**config.mk**
```make
export PLATFORM = sky130hd
export DESIGN_NAME = axi_port_arbiter
export DESIGN_NICKNAME = d
export VERILOG_FILES = /design/src/rtl/axi_port_arbiter_pkg.sv /design/src/rtl/axi_port_arbiter.sv
export SDC_FILE = /design/constraint.sdc
export NUM_CORES = 1
export LEC_CHECK = 0
export ABC_AREA = 1
export BUFFER_PORTS_ARGS = -buffer_cell sky130_fd_sc_hd__buf_2
export CORE_AREA = 4 4 212 214
export CTS_CLUSTER_DIAMETER = 50
export DETAILED_ROUTE_END_ITERATION = 10
export DIE_AREA = 0 0 216 218
export PLACE_DENSITY_LB_ADDON = 0.12
export SLEW_MARGIN = 40
export SYNTH_ARGS = -nofsm -noshare
export SYNTH_HDL_FRONTEND = slang
export SYNTH_SLANG_ARGS = --single-unit
```
**constraint.sdc**
```tcl
create_clock -name clk -period 2.9 [get_ports clk]
set_input_delay 0.145 -clock clk [delete_from_list [all_inputs] [get_ports clk]]
set_output_delay 0.145 -clock clk [all_outputs]
set_load 0.01 [all_outputs]
```
**src/rtl/axi_port_arbiter_pkg.sv**
```systemverilog
// Shared encodings for the AXI port arbiter: access sizes, response codes,
// request direction and grant state.
package axi_port_arbiter_pkg;

  // AXI access size codes (bytes = 1 << size)
  typedef enum logic [1:0] {
    SIZE_B = 2'd0,
    SIZE_H = 2'd1,
    SIZE_W = 2'd2,
    SIZE_D = 2'd3
  } axi_size_e;

  // AXI response codes
  typedef enum logic [1:0] {
    RESP_OKAY   = 2'd0,
    RESP_EXOKAY = 2'd1,
    RESP_SLVERR = 2'd2,
    RESP_DECERR = 2'd3
  } axi_resp_e;

  // Request direction on the shared port
  typedef enum logic {
    REQ_READ  = 1'b0,
    REQ_WRITE = 1'b1
  } axi_req_e;

  // Arbiter grant state
  typedef enum logic [1:0] {
    ST_IDLE    = 2'd0,
    ST_GNT_MEM = 2'd1,
    ST_GNT_IF  = 2'd2
  } arb_state_e;

endpackage

```
**src/rtl/axi_port_arbiter.sv**
```systemverilog
// Shares the single AXI master port between instruction fetch (IF) and data
// memory (MEM). MEM has fixed priority over IF, with a starvation guard that
// forces an IF grant after MAX_CONSEC back-to-back MEM grants while IF waits.
// One transaction is outstanding at a time.
//
// Ports:
//   clk, rst            clock, synchronous active-high reset
//   if_*                IF requester (read-only), ready is a 1-cycle pulse
//   mem_*               MEM requester (read/write), ready is a 1-cycle pulse
//   axi_*               single-requester interface to the AXI bridge
module axi_port_arbiter
  import axi_port_arbiter_pkg::*;
#(
  parameter int unsigned ADDR_W     = 64,
  parameter int unsigned DATA_W     = 64,
  parameter int unsigned MAX_CONSEC = 4
) (
  input  logic              clk,
  input  logic              rst,
  input  logic              if_valid_i,
  input  logic [ADDR_W-1:0] if_addr_i,
  input  logic [1:0]        if_size_i,
  output logic              if_ready_o,
  output logic [DATA_W-1:0] if_data_o,
  output logic [1:0]        if_resp_o,
  input  logic              mem_valid_i,
  input  logic              mem_req_i,
  input  logic [ADDR_W-1:0] mem_addr_i,
  input  logic [1:0]        mem_size_i,
  input  logic [DATA_W-1:0] mem_wdata_i,
  input  logic [7:0]        mem_wmask_i,
  output logic              mem_ready_o,
  output logic [DATA_W-1:0] mem_rdata_o,
  output logic [1:0]        mem_resp_o,
  output logic              axi_valid_o,
  output logic              axi_req_o,
  output logic [ADDR_W-1:0] axi_addr_o,
  output logic [1:0]        axi_size_o,
  output logic [DATA_W-1:0] axi_wdata_o,
  output logic [7:0]        axi_wmask_o,
  input  logic              axi_ready_i,
  input  logic [DATA_W-1:0] axi_rdata_i,
  input  logic [1:0]        axi_resp_i
);

  localparam int unsigned CNT_W = $clog2(MAX_CONSEC + 1);

  arb_state_e        state_q, state_d;
  logic [CNT_W-1:0]  consec_q, consec_d;
  logic              drop_q, drop_d;
  logic              axi_valid_q, axi_valid_d;
  logic              axi_req_q, axi_req_d;
  logic [ADDR_W-1:0] axi_addr_q, axi_addr_d;
  logic [1:0]        axi_size_q, axi_size_d;
  logic [DATA_W-1:0] axi_wdata_q, axi_wdata_d;
  logic [7:0]        axi_wmask_q, axi_wmask_d;

  logic if_starved_c;
  logic mem_win_c;

  assign if_starved_c = if_valid_i && (consec_q == CNT_W'(MAX_CONSEC));
  assign mem_win_c    = mem_valid_i && !if_starved_c;

  // State and latched request registers
  always_ff @(posedge clk) begin
    if (rst) begin
      state_q     <= ST_IDLE;
      consec_q    <= '0;
      drop_q      <= 1'b0;
      axi_valid_q <= 1'b0;
      axi_req_q   <= 1'b0;
      axi_addr_q  <= '0;
      axi_size_q  <= '0;
      axi_wdata_q <= '0;
      axi_wmask_q <= '0;
    end else begin
      state_q     <= state_d;
      consec_q    <= consec_d;
      drop_q      <= drop_d;
      axi_valid_q <= axi_valid_d;
      axi_req_q   <= axi_req_d;
      axi_addr_q  <= axi_addr_d;
      axi_size_q  <= axi_size_d;
      axi_wdata_q <= axi_wdata_d;
      axi_wmask_q <= axi_wmask_d;
    end
  end

  // Next-state, grant latching, starvation counter and flush tracking
  always_comb begin
    state_d     = state_q;
    consec_d    = consec_q;
    drop_d      = drop_q;
    axi_valid_d = axi_valid_q;
    axi_req_d   = axi_req_q;
    axi_addr_d  = axi_addr_q;
    axi_size_d  = axi_size_q;
    axi_wdata_d = axi_wdata_q;
    axi_wmask_d = axi_wmask_q;

    unique case (state_q)
      ST_IDLE: begin
        drop_d = 1'b0;
        if (mem_win_c) begin
          state_d     = ST_GNT_MEM;
          axi_valid_d = 1'b1;
          axi_req_d   = mem_req_i;
          axi_addr_d  = mem_addr_i;
          axi_size_d  = mem_size_i;
          axi_wdata_d = mem_wdata_i;
          axi_wmask_d = mem_wmask_i;
          if (if_valid_i && (consec_q != CNT_W'(MAX_CONSEC))) begin
            consec_d = consec_q + CNT_W'(1);
          end
        end else if (if_valid_i) begin
          state_d     = ST_GNT_IF;
          consec_d    = '0;
          axi_valid_d = 1'b1;
          axi_req_d   = REQ_READ;
          axi_addr_d  = if_addr_i;
          axi_size_d  = if_size_i;
          axi_wdata_d = '0;
          axi_wmask_d = '0;
        end
      end
      ST_GNT_MEM, ST_GNT_IF: begin
        // A requester that withdraws mid-transfer has been flushed; the bus
        // transfer still runs to completion but its response is discarded.
        if ((state_q == ST_GNT_MEM && !mem_valid_i) ||
            (state_q == ST_GNT_IF && !if_valid_i)) begin
          drop_d = 1'b1;
        end
        if (axi_ready_i) begin
          state_d     = ST_IDLE;
          axi_valid_d = 1'b0;
          drop_d      = 1'b0;
        end
      end
      default: state_d = ST_IDLE;
    endcase

    // Starvation only accrues while IF is actually waiting
    if (!if_valid_i) begin
      consec_d = '0;
    end
  end

  // Completion is returned combinationally to the owning requester only
  assign if_ready_o  = axi_ready_i && (state_q == ST_GNT_IF) && !drop_q;
  assign mem_ready_o = axi_ready_i && (state_q == ST_GNT_MEM) && !drop_q;
  assign if_data_o   = if_ready_o  ? axi_rdata_i : '0;
  assign if_resp_o   = if_ready_o  ? axi_resp_i  : '0;
  assign mem_rdata_o = mem_ready_o ? axi_rdata_i : '0;
  assign mem_resp_o  = mem_ready_o ? axi_resp_i  : '0;

  assign axi_valid_o = axi_valid_q;
  assign axi_req_o   = axi_req_q;
  assign axi_addr_o  = axi_addr_q;
  assign axi_size_o  = axi_size_q;
  assign axi_wdata_o = axi_wdata_q;
  assign axi_wmask_o = axi_wmask_q;

endmodule
```
# Yosys cells after proc, flatten, opt, wreduce, memory -nomap -nowiden
# Index checks and enable logic that the tools add are counted.
[word_totals] reg_bits=146 latch_bits=0 mem_bits_rw=0 mem_bits_ro=0 in_bits=276 out_inout_bits=274 elab_cells=70 mem_count=0
[op_classes] add_sub_neg=1 n_mul=0 div_mod_pow=0 n_lt_le_gt_ge=0 eq_ne=8 shift=0 n_mux=27 bitwise_logic=1 reduce_logical=24
[op_table] op="$mux 64" n=6
[op_table] op="$mux 8" n=2
[op_table] op="$mux 2" n=7
[op_table] op="$logic_and 1x1->1" n=9
[op_table] op="$ne 3x3->1 const B" n=3
[op_table] op="$reduce_and 2->1" n=4
[op_table] op="$mux 1" n=7
[op_table] op="$mux 3" n=2
[op_table] op="$logic_not 1->1" n=4
[op_table] op="$pmux 1 s2" n=2
[op_table] op="$pmux 2 s2" n=1
[op_table] op="$reduce_bool 2->1" n=2
[op_table] op="$reduce_or 2->1" n=2
[op_table] op="$add 3x1->3 const B" n=1
[op_table] op="$eq 3x3->1 const B" n=1
[op_table] op="$reduce_and 3->1" n=1
[op_table] op="$eq 2x1->1 const B" n=1
[op_table] op="$eq 2x2->1 const B" n=1
[op_table] op="$logic_not 2->1" n=1
[op_table] op="$ne 2x1->1 const B" n=1
[op_table] op="$ne 2x2->1 const B" n=1
[op_table] op="$logic_or 1x1->1" n=1
[op_table] op="$not 1->1" n=1

# Longest topological paths before layout
# Gate-level depths: netlist of run 1.
[depth] ltp_word=6 depth_mapped=11 depth_no_buf=8

# Worst setup path after synthesis of run 1
# Ideal clock, no wire load.
[synth_timing] path_type="flip-flop to output port" from="register state_q[0]" to="output port if_data_o[24]" arrival_time_ns=1.597 required_time_ns=2.755 setup_slack_ns=1.158 path_stages_with_launch=9 n_path_buf=2 path_cell_list="dfxtp_1 inv_1 ha_1 inv_1 nor3_1 inv_1 clkbuf_1 clkbuf_1 nor2_1"
[synth_via] elab_chain_cells=4
[synth_rtl] element="from (decl)" line_no="axi_port_arbiter.sv:48" source="arb_state_e state_q, state_d;"
[synth_rtl] element="from (signal assigned)" line_no="axi_port_arbiter.sv:77" source="state_q <= state_d;"
[synth_rtl] element="$eq 2x2->1" line_no="axi_port_arbiter.sv:149" source="assign if_ready_o = axi_ready_i && (state_q == ST_GNT_IF) && !drop_q;"
[synth_rtl] element="$logic_and 1x1->1 (2 in a row)" line_no="axi_port_arbiter.sv:149"
[synth_rtl] element="via if_ready_o" line_no="axi_port_arbiter.sv:23" source="output logic if_ready_o,"
[synth_rtl] element="$mux 64" line_no="axi_port_arbiter.sv:151" source="assign if_data_o = if_ready_o ? axi_rdata_i : '0;"
[synth_rtl] element="to (decl)" line_no="axi_port_arbiter.sv:24" source="output logic [DATA_W-1:0] if_data_o,"
# The timed path passes the listed nets, and every way through them passes these cells.

# Worst setup path in the final report of run 1
[layout_timing] from="register state_q[1]" to="output port mem_rdata_o[22]"
[layout_via] elab_chain_cells=4
[layout_rtl] element="$eq 2x1->1" line_no="axi_port_arbiter.sv:150" source="assign mem_ready_o = axi_ready_i && (state_q == ST_GNT_MEM) && !drop_q;"
[layout_rtl] element="$logic_and 1x1->1 (2 in a row)" line_no="axi_port_arbiter.sv:150"
[layout_rtl] element="$mux 64" line_no="axi_port_arbiter.sv:153" source="assign mem_rdata_o = mem_ready_o ? axi_rdata_i : '0;"
[layout_rtl] element="to (decl)" line_no="axi_port_arbiter.sv:33" source="output logic [DATA_W-1:0] mem_rdata_o,"
# No other way between the ends.

==> results of run 1 <==
cells in the final DEF (no fill, tap or decap):
| master | n |
|---|---|
| buf_2 | 549 |
| nand2_1 | 296 |
| dfxtp_1 | 146 |
| inv_1 | 143 |
| nor2_1 | 136 |
| nand3_1 | 136 |
| dlygate4sd3_1 | 97 |
| a21oi_1 | 79 |
| nand4_1 | 66 |
| clkbuf_16 | 17 |
| buf_12 | 8 |
| buf_4 | 8 |
| inv_6 | 7 |
| clkinvlp_4 | 5 |
| diode_2 | 4 |
| ha_1 | 4 |
| inv_2 | 3 |
| nor3_1 | 2 |
| nor2_4 | 2 |
| bufinv_16 | 2 |
| nand3_4 | 1 |
| nand2_2 | 1 |
| o21ai_4 | 1 |
| inv_4 | 1 |
| o21ai_0 | 1 |
| o22ai_1 | 1 |
| ha_4 | 1 |
| inv_8 | 1 |
| buf_6 | 1 |
| buf_8 | 1 |
how the worst max path moves through the flow:
stage,slack [ps],end
global placement,650,mem_rdata_o[56]
detailed placement,690,mem_rdata_o[57]
floorplan,1160,if_data_o[24]
global route,110,if_data_o[50]
finish,310,mem_rdata_o[22]
CTS,180,mem_rdata_o[57]
cells by family after synthesis:
family                   after synthesis  synth area share
adder cells (fa/ha/maj)                5           0.00878
buffers and inverters                237             0.138
AND/OR/NAND/NOR                      640             0.385
AO/OA/AOI/OAI                         82            0.0583
flip-flops                           146             0.410
state kept, by name, indices dropped and copies added, names as in the netlist:
name	flops
axi_addr_o	64
axi_wdata_o	64
axi_wmask_o	8
consec_q	3
axi_size_o	2
state_q	2
axi_req_o	1
axi_valid_o	1
drop_q	1
per-layer routing:
metal,global-route usage,share of wire,vias to the layer above
met1,0.189,0.42,4196
li1,-,-,4666
met5,0,0.00076,-
met2,0.255,0.48,336
met3,0.0560,0.080,39
met4,0.0382,0.017,6
stage by stage:
step           hold slack (ps)  utilization  std cells  area [sq um]  worst slack, ps
6_report                  32.1        0.281       2305         12000              309
3_5_place_dp               400        0.244       2171         10500              685
4_1_cts                 0.0750        0.280       2300         12000              177
2_1_floorplan              288            -       1110          7130             1160
5_1_grt                   29.2        0.281       2305         12000              115
3_3_place_gp               394        0.243       2169         10400              646
timing repair:
action / 4_1_cts / 5_1_grt
hold buffers: 97 / 0
endpoints found under the setup margin: 0 / 0
endpoints found under the hold margin: 97 / 0
area by class of cell:
type,count,area (sq um),share of cell area
timing repair buffer,664,3970,0.329
multi-input combinational,727,3270,0.271
sequential,146,2920,0.243
tap,585,732,0.0607
inverter,147,554,0.0460
clock buffer,17,425,0.0353
clock inverter,15,170,0.0141
antenna,4,10.0,0.000831
power groups by stage:
stage | Combinational, mW | Sequential, mW | Clock [mW]
global placement | 1.55 | 2.32 | 0
floorplan | 0.739 | 2.39 | 0
detailed placement | 1.55 | 2.32 | 0
finish | 1.64 | 2.27 | 2.34
global route | 1.83 | 2.29 | 2.52
CTS | 1.66 | 2.27 | 2.46
worst min-delay path: stages:
cell and delay [ps]:
buf_2 80, nand3_1 70, nand3_1 70, nand2_1 50
inv_1 40
==> impl_metrics.json, run 1 <==
{
  "synth_commonest_cells": "nand2_1, dfxtp_1, inv_1",
  "outcome": "completed",
  "worstPathArrival_ps": 2450,
  "syn_to_final_growth_pct": 69.1,
  "fin_skew_ps": 10.6,
  "ant_nets": 0,
  "synth_ff_type": "dfxtp_1",
  "antenna_found_initial": 9,
  "clk_pin_slew_ps": 70,
  "critPathBufInv": 5,
  "grt_usage": 0.153,
  "endpoint_kind": "output pin",
  "clockRootBuffer": "clkbuf_16",
  "slew_violations": 0,
  "postRouteWirelength_mm": 38.2,
  "drc": 0,
  "worst-slew-pin-transition_ps": 813,
  "drt_iter0_drc": 569,
  "clock_sinks": 146,
  "grt_max_degree": 77,
  "worst_hold_path.endpoint": "axi_addr_o[15]$_SDFFE_PP0P_",
  "critPathLaunchType": "flip-flop",
  "clk_path_buf_depth": 2,
  "clkLatencyLatePin_ps": 440,
  "fmax_mhz": 386,
  "r2r_start": "consec_q[0]$_SDFFE_PP0P_",
  "fin_tns_setup_ps": 0,
  "clkPwrFrac": 0.375,
  "min_period_over_period": 0.894,
  "htreeDepth": 4,
  "wl_per_cell_microns": 16.6,
  "crit_fanout": 36,
  "p_switching_mw": 2.11,
  "synth_area_leaders": "dfxtp_1, nand2_1, nand3_1",
  "rr_worst_depth": 8,
  "share_comb_of_total_power": 0.262,
  "hold_class": "in2reg",
  "drive_gt1_frac": 0.355,
  "synth_top_area_frac": 0.410,
  "die_h_microns": 218,
  "die_x_microns": 216,
  "hold_depth": 5,
  "rsz0062_at_grt": "no",
  "p_int_mw": 4.14,
  "ios": 550,
  "nNetsFinal": 1984,
  "vdd_drop_max_mv": 0.398,
  "drv_cap": 0,
  "dieArea_sq_mm": 0.0471,
  "grt_pass1_wl_mm": 56.3,
  "synth_nets": 1391,
  "synth_top_area_cell": "dfxtp_1",
  "setup_viol": 0,
  "critPathLaunch": "state_q[1]$_SDFFE_PP0P_",
  "leakage_nw": 6.83,
  "min_from": "if_addr_i[15]",
  "viasPerCell": 4.01,
  "rows": 76,
  "avgSynthCellArea_sq_um": 6.42,
  "io_buffers": 549,
  "cp_common_cell": "inv_1",
  "ys_seq_area_frac": 0.410,
  "synth_edf_count": 0,
  "ys_warn_count": 0,
  "syn_area_sq_mm": 0.00713,
  "cts_post_setup_buffers_inserted": 0,
  "cp_top_family": "buffers and inverters",
  "synthCells": 1110,
  "slowest_stage": "nor3_1",
  "ys_seq_elements": 146,
  "floorplan.initialDensity": 0.166,
  "grt_pass1_vias": 9091,
  "p_per_area_mw_per_mm2": 519,
  "max_stage_delay_ps": 410,
  "yosysMostFrequentCell": "nand2_1",
  "path_class": "reg2out",
  "post-route-min-period_ps": 2590,
  "maxSlewHeadroom": 0.458,
  "core_region_area_sq_mm": 0.0429,
  "dp_hpwl_mm": 27.6,
  "gp_congestion": 0.921,
  "reg2reg_to": "axi_addr_o[55]$_SDFFE_PP0P_",
  "crit_cells": 8,
  "post_cts_resized": 0,
  "num_vias": 9243,
  "overflow": 0,
  "crit_required_ps": 2760,
  "p_seq_frac": 0.364,
  "cts_tree": "yes",
  "cts_buffers": 17,
  "nFillCells": 4849,
  "async_flop_share": 0,
  "path_cells": "inv_1 > ha_1 > inv_1 > nor3_1 > inv_2 > buf_12 > nor2_1 > buf_2",
  "synth_cell_types": 19,
  "drt_first_pass_iters": 5,
  "switching_share": 0.338,
  "reg2reg_slack_ps": 970,
  "hold_viol": 0,
  "finalPower_mw": 6.25
}
No activity file was read; power rests on OpenSTA's default activity.
==> run 2, diff against run 1 <==
- ABC_AREA: 1 -> 0
- CORE_AREA: 4 4 212 214 -> 4 4 213 215
- DIE_AREA: 0 0 216 218 -> 0 0 217 219
==> run 2 against run 1 <==
  * Worst hold slack better by 16 ps
  * Synthesized area down 6.8%
  * Total power down 3.1%
  * Utilization up 0.59 points
  * Register-to-register slack worse by 650 ps
  * Critical endpoint is now axi_addr_o[8]$_SDFFE_PP0P_
  * Largest cell class unchanged
  * Largest power group unchanged
==> impl_metrics.json, run 2 <==
{
  "synth_fa_ha_area_frac": 0.00942,
  "setup_viol": 0,
  "maxSlewHeadroom": 0.502,
  "max_stage_delay_ps": 560,
  "critPathLaunchType": "flip-flop",
  "multi_input_area_sq_mm": 0.00330,
  "gp_congestion": 0.818,
  "floorplan.initialDensity": 0.152,
  "layout_commonest_cell": "buf_2",
  "slowest_stage": "dlygate4sd3_1",
  "drt_iter0_drc": 381,
  "slew_violations": 0,
  "clk_pin_slew_ps": 70,
  "grt_usage": 0.155,
  "ant_nets": 0,
  "place_ws_ps": 887,
  "die_x_microns": 217,
  "drv_cap": 0,
  "yosysMostFrequentCell": "dfxtp_1",
  "synthCells": 765,
  "synth_nets": 1046,
  "crit_fanout": 64,
  "seq_area_sq_mm": 0.00292,
  "synth_xor_area_frac": 0,
  "leakage_nw": 6.06,
  "rsz0062_at_grt": "no",
  "syn_area_sq_mm": 0.00664,
  "cts_tree": "yes",
  "core_region_area_sq_mm": 0.0437,
  "nNetsFinal": 1736,
  "place_area_sq_mm": 0.00993,
  "dp_hpwl_mm": 28.1,
  "viasPerCell": 4.28,
  "synth_ff_type": "dfxtp_1",
  "rows": 77,
  "syn_to_final_growth_pct": 89.0,
  "ys_seq_elements": 146,
  "hold_viol": 0,
  "grt_max_degree": 98,
  "post-route-min-period_ps": 2580,
  "p_per_area_mw_per_mm2": 483,
  "ios": 550,
  "vdd_drop_max_mv": 0.505,
  "drive_gt1_frac": 0.412,
  "synth_simple_gate_area_share": 0.233,
  "io_buffers": 549,
  "async_flop_share": 0,
  "clockRootBuffer": "clkbuf_16",
  "endpoint_kind": "flip-flop",
  "avgSynthCellArea_sq_um": 8.68,
  "min_period_over_period": 0.891,
  "synth_cell_types": 29,
  "synth_top_area_cell": "dfxtp_1",
  "synth_commonest_cells": "dfxtp_1, a32oi_1, and2_1",
  "path_class": "reg2reg",
  "die_h_microns": 219,
  "clock_sinks": 146,
  "cts_post_setup_buffers_inserted": 0,
  "worstPathArrival_ps": 2980,
  "clkLatencyLatePin_ps": 450,
  "drc": 0,
  "holdBufCountCts": 201,
  "fin_tns_setup_ps": 0,
  "nFillCells": 4816,
  "worst-slew-pin-transition_ps": 747,
  "post-place-cells": 1827,
  "mostFrequentLayoutCells": "buf_2, dlygate4sd3_1, dfxtp_1",
  "hold_class": "in2reg",
  "post_cts_resized": 0,
  "grt_pass1_vias": 8819,
  "ys_seq_area_frac": 0.440,
  "fmax_mhz": 387,
  "htreeDepth": 4,
  "synth_area_leaders": "dfxtp_1, a32oi_1, and2_1",
  "clk_path_buf_depth": 2,
  "stdcell_count": 2061,
  "postRouteWirelength_mm": 39.0,
  "synth_compound_area_frac": 0.251,
  "fin_ws_ps": 317,
  "drt_first_pass_iters": 5,
  "synth_top_area_frac": 0.440,
  "cts_buffers": 17,
  "synth_top_family_by_area": "compound AO/OA/AOI/OAI gates",
  "num_vias": 8821,
  "synth_edf_count": 0,
  "wl_per_cell_microns": 18.9,
  "finalInstanceArea_sq_mm": 0.0125,
  "crit_required_ps": 3290,
  "fin_skew_ps": 20.0,
  "path_cells": "inv_1 > ha_1 > and2_4 > buf_12 > a32oi_1 > a21oi_1 > dlygate4sd3_1",
  "antenna_found_initial": 8,
  "dieArea_sq_mm": 0.0475,
  "overflow": 0,
  "muxShareOfSynthArea": 0,
  "grt_pass1_wl_mm": 56.3,
  "outcome": "completed",
  "ys_warn_count": 0
}
## run 2: cells by family after synthesis
kind of cell / Yosys count
AO/OA/AOI/OAI: 223
adder cells (fa/ha/maj): 5
buffers and inverters: 101
flip-flops: 146
AND/OR/NAND/NOR: 290
## run 2: final timing paths
check                               start                           to  slack (ps)  depth (start not counted)
setup reg to reg  state_q[0]$_SDFFE_PP0P_   axi_addr_o[8]$_SDFFE_PP0P_         320                          7
hold / removal             mem_addr_i[55]  axi_addr_o[55]$_SDFFE_PP0P_          50                          3
setup / recovery  state_q[0]$_SDFFE_PP0P_   axi_addr_o[8]$_SDFFE_PP0P_         320                          7
hold reg to reg    axi_req_o$_SDFFE_PP0P_       axi_req_o$_SDFFE_PP0P_         470                          2
## run 2: report_power, final
part | internal (mW) | leakage, nW | switching [mW]
logic | 0.711 | 4.56 | 0.761
clock network | 1.38 | 0.291 | 0.963
registers | 2.16 | 1.20 | 0.0783
total | 4.25 | 6.06 | 1.80
## run 2: layer usage
metal,wire [microns],up-vias,GRT usage
li1,-,4196,-
met1,14900,4179,0.167
met2,20500,397,0.288
met3,2900,47,0.0503
met4,784,2,0.0485
met5,13,-,0
## run 2: area by class of cell
cell class                      instances  share of cell area
Antenna cell                            1            0.000199
Sequential cell                       146               0.233
Clock inverter                         12              0.0124
Timing Repair Buffer                  765               0.394
Inverter                                7             0.00209
Multi-Input combinational cell        518               0.263
Tap cell                              592              0.0590
Clock buffer                           20              0.0356
## run 2: critical path: cells and delay by family (launching register included)
family	cells	cell delay (ps)
DFF	1	320
and+or+nand+nor	1	520
AOI/OAI and AO/OA	2	300
buffers and inverters	3	950
adders and majority gates	1	350
## run 2: stage by stage
step	power, mW	hold WS (ps)	util
after floorplan	2.89	297	-
after global placement	3.52	395	0.227
after detailed placement	3.51	403	0.227
after CTS	6.18	2.38	0.287
after global routing	6.38	14.7	0.287
final	6.05	48.2	0.287
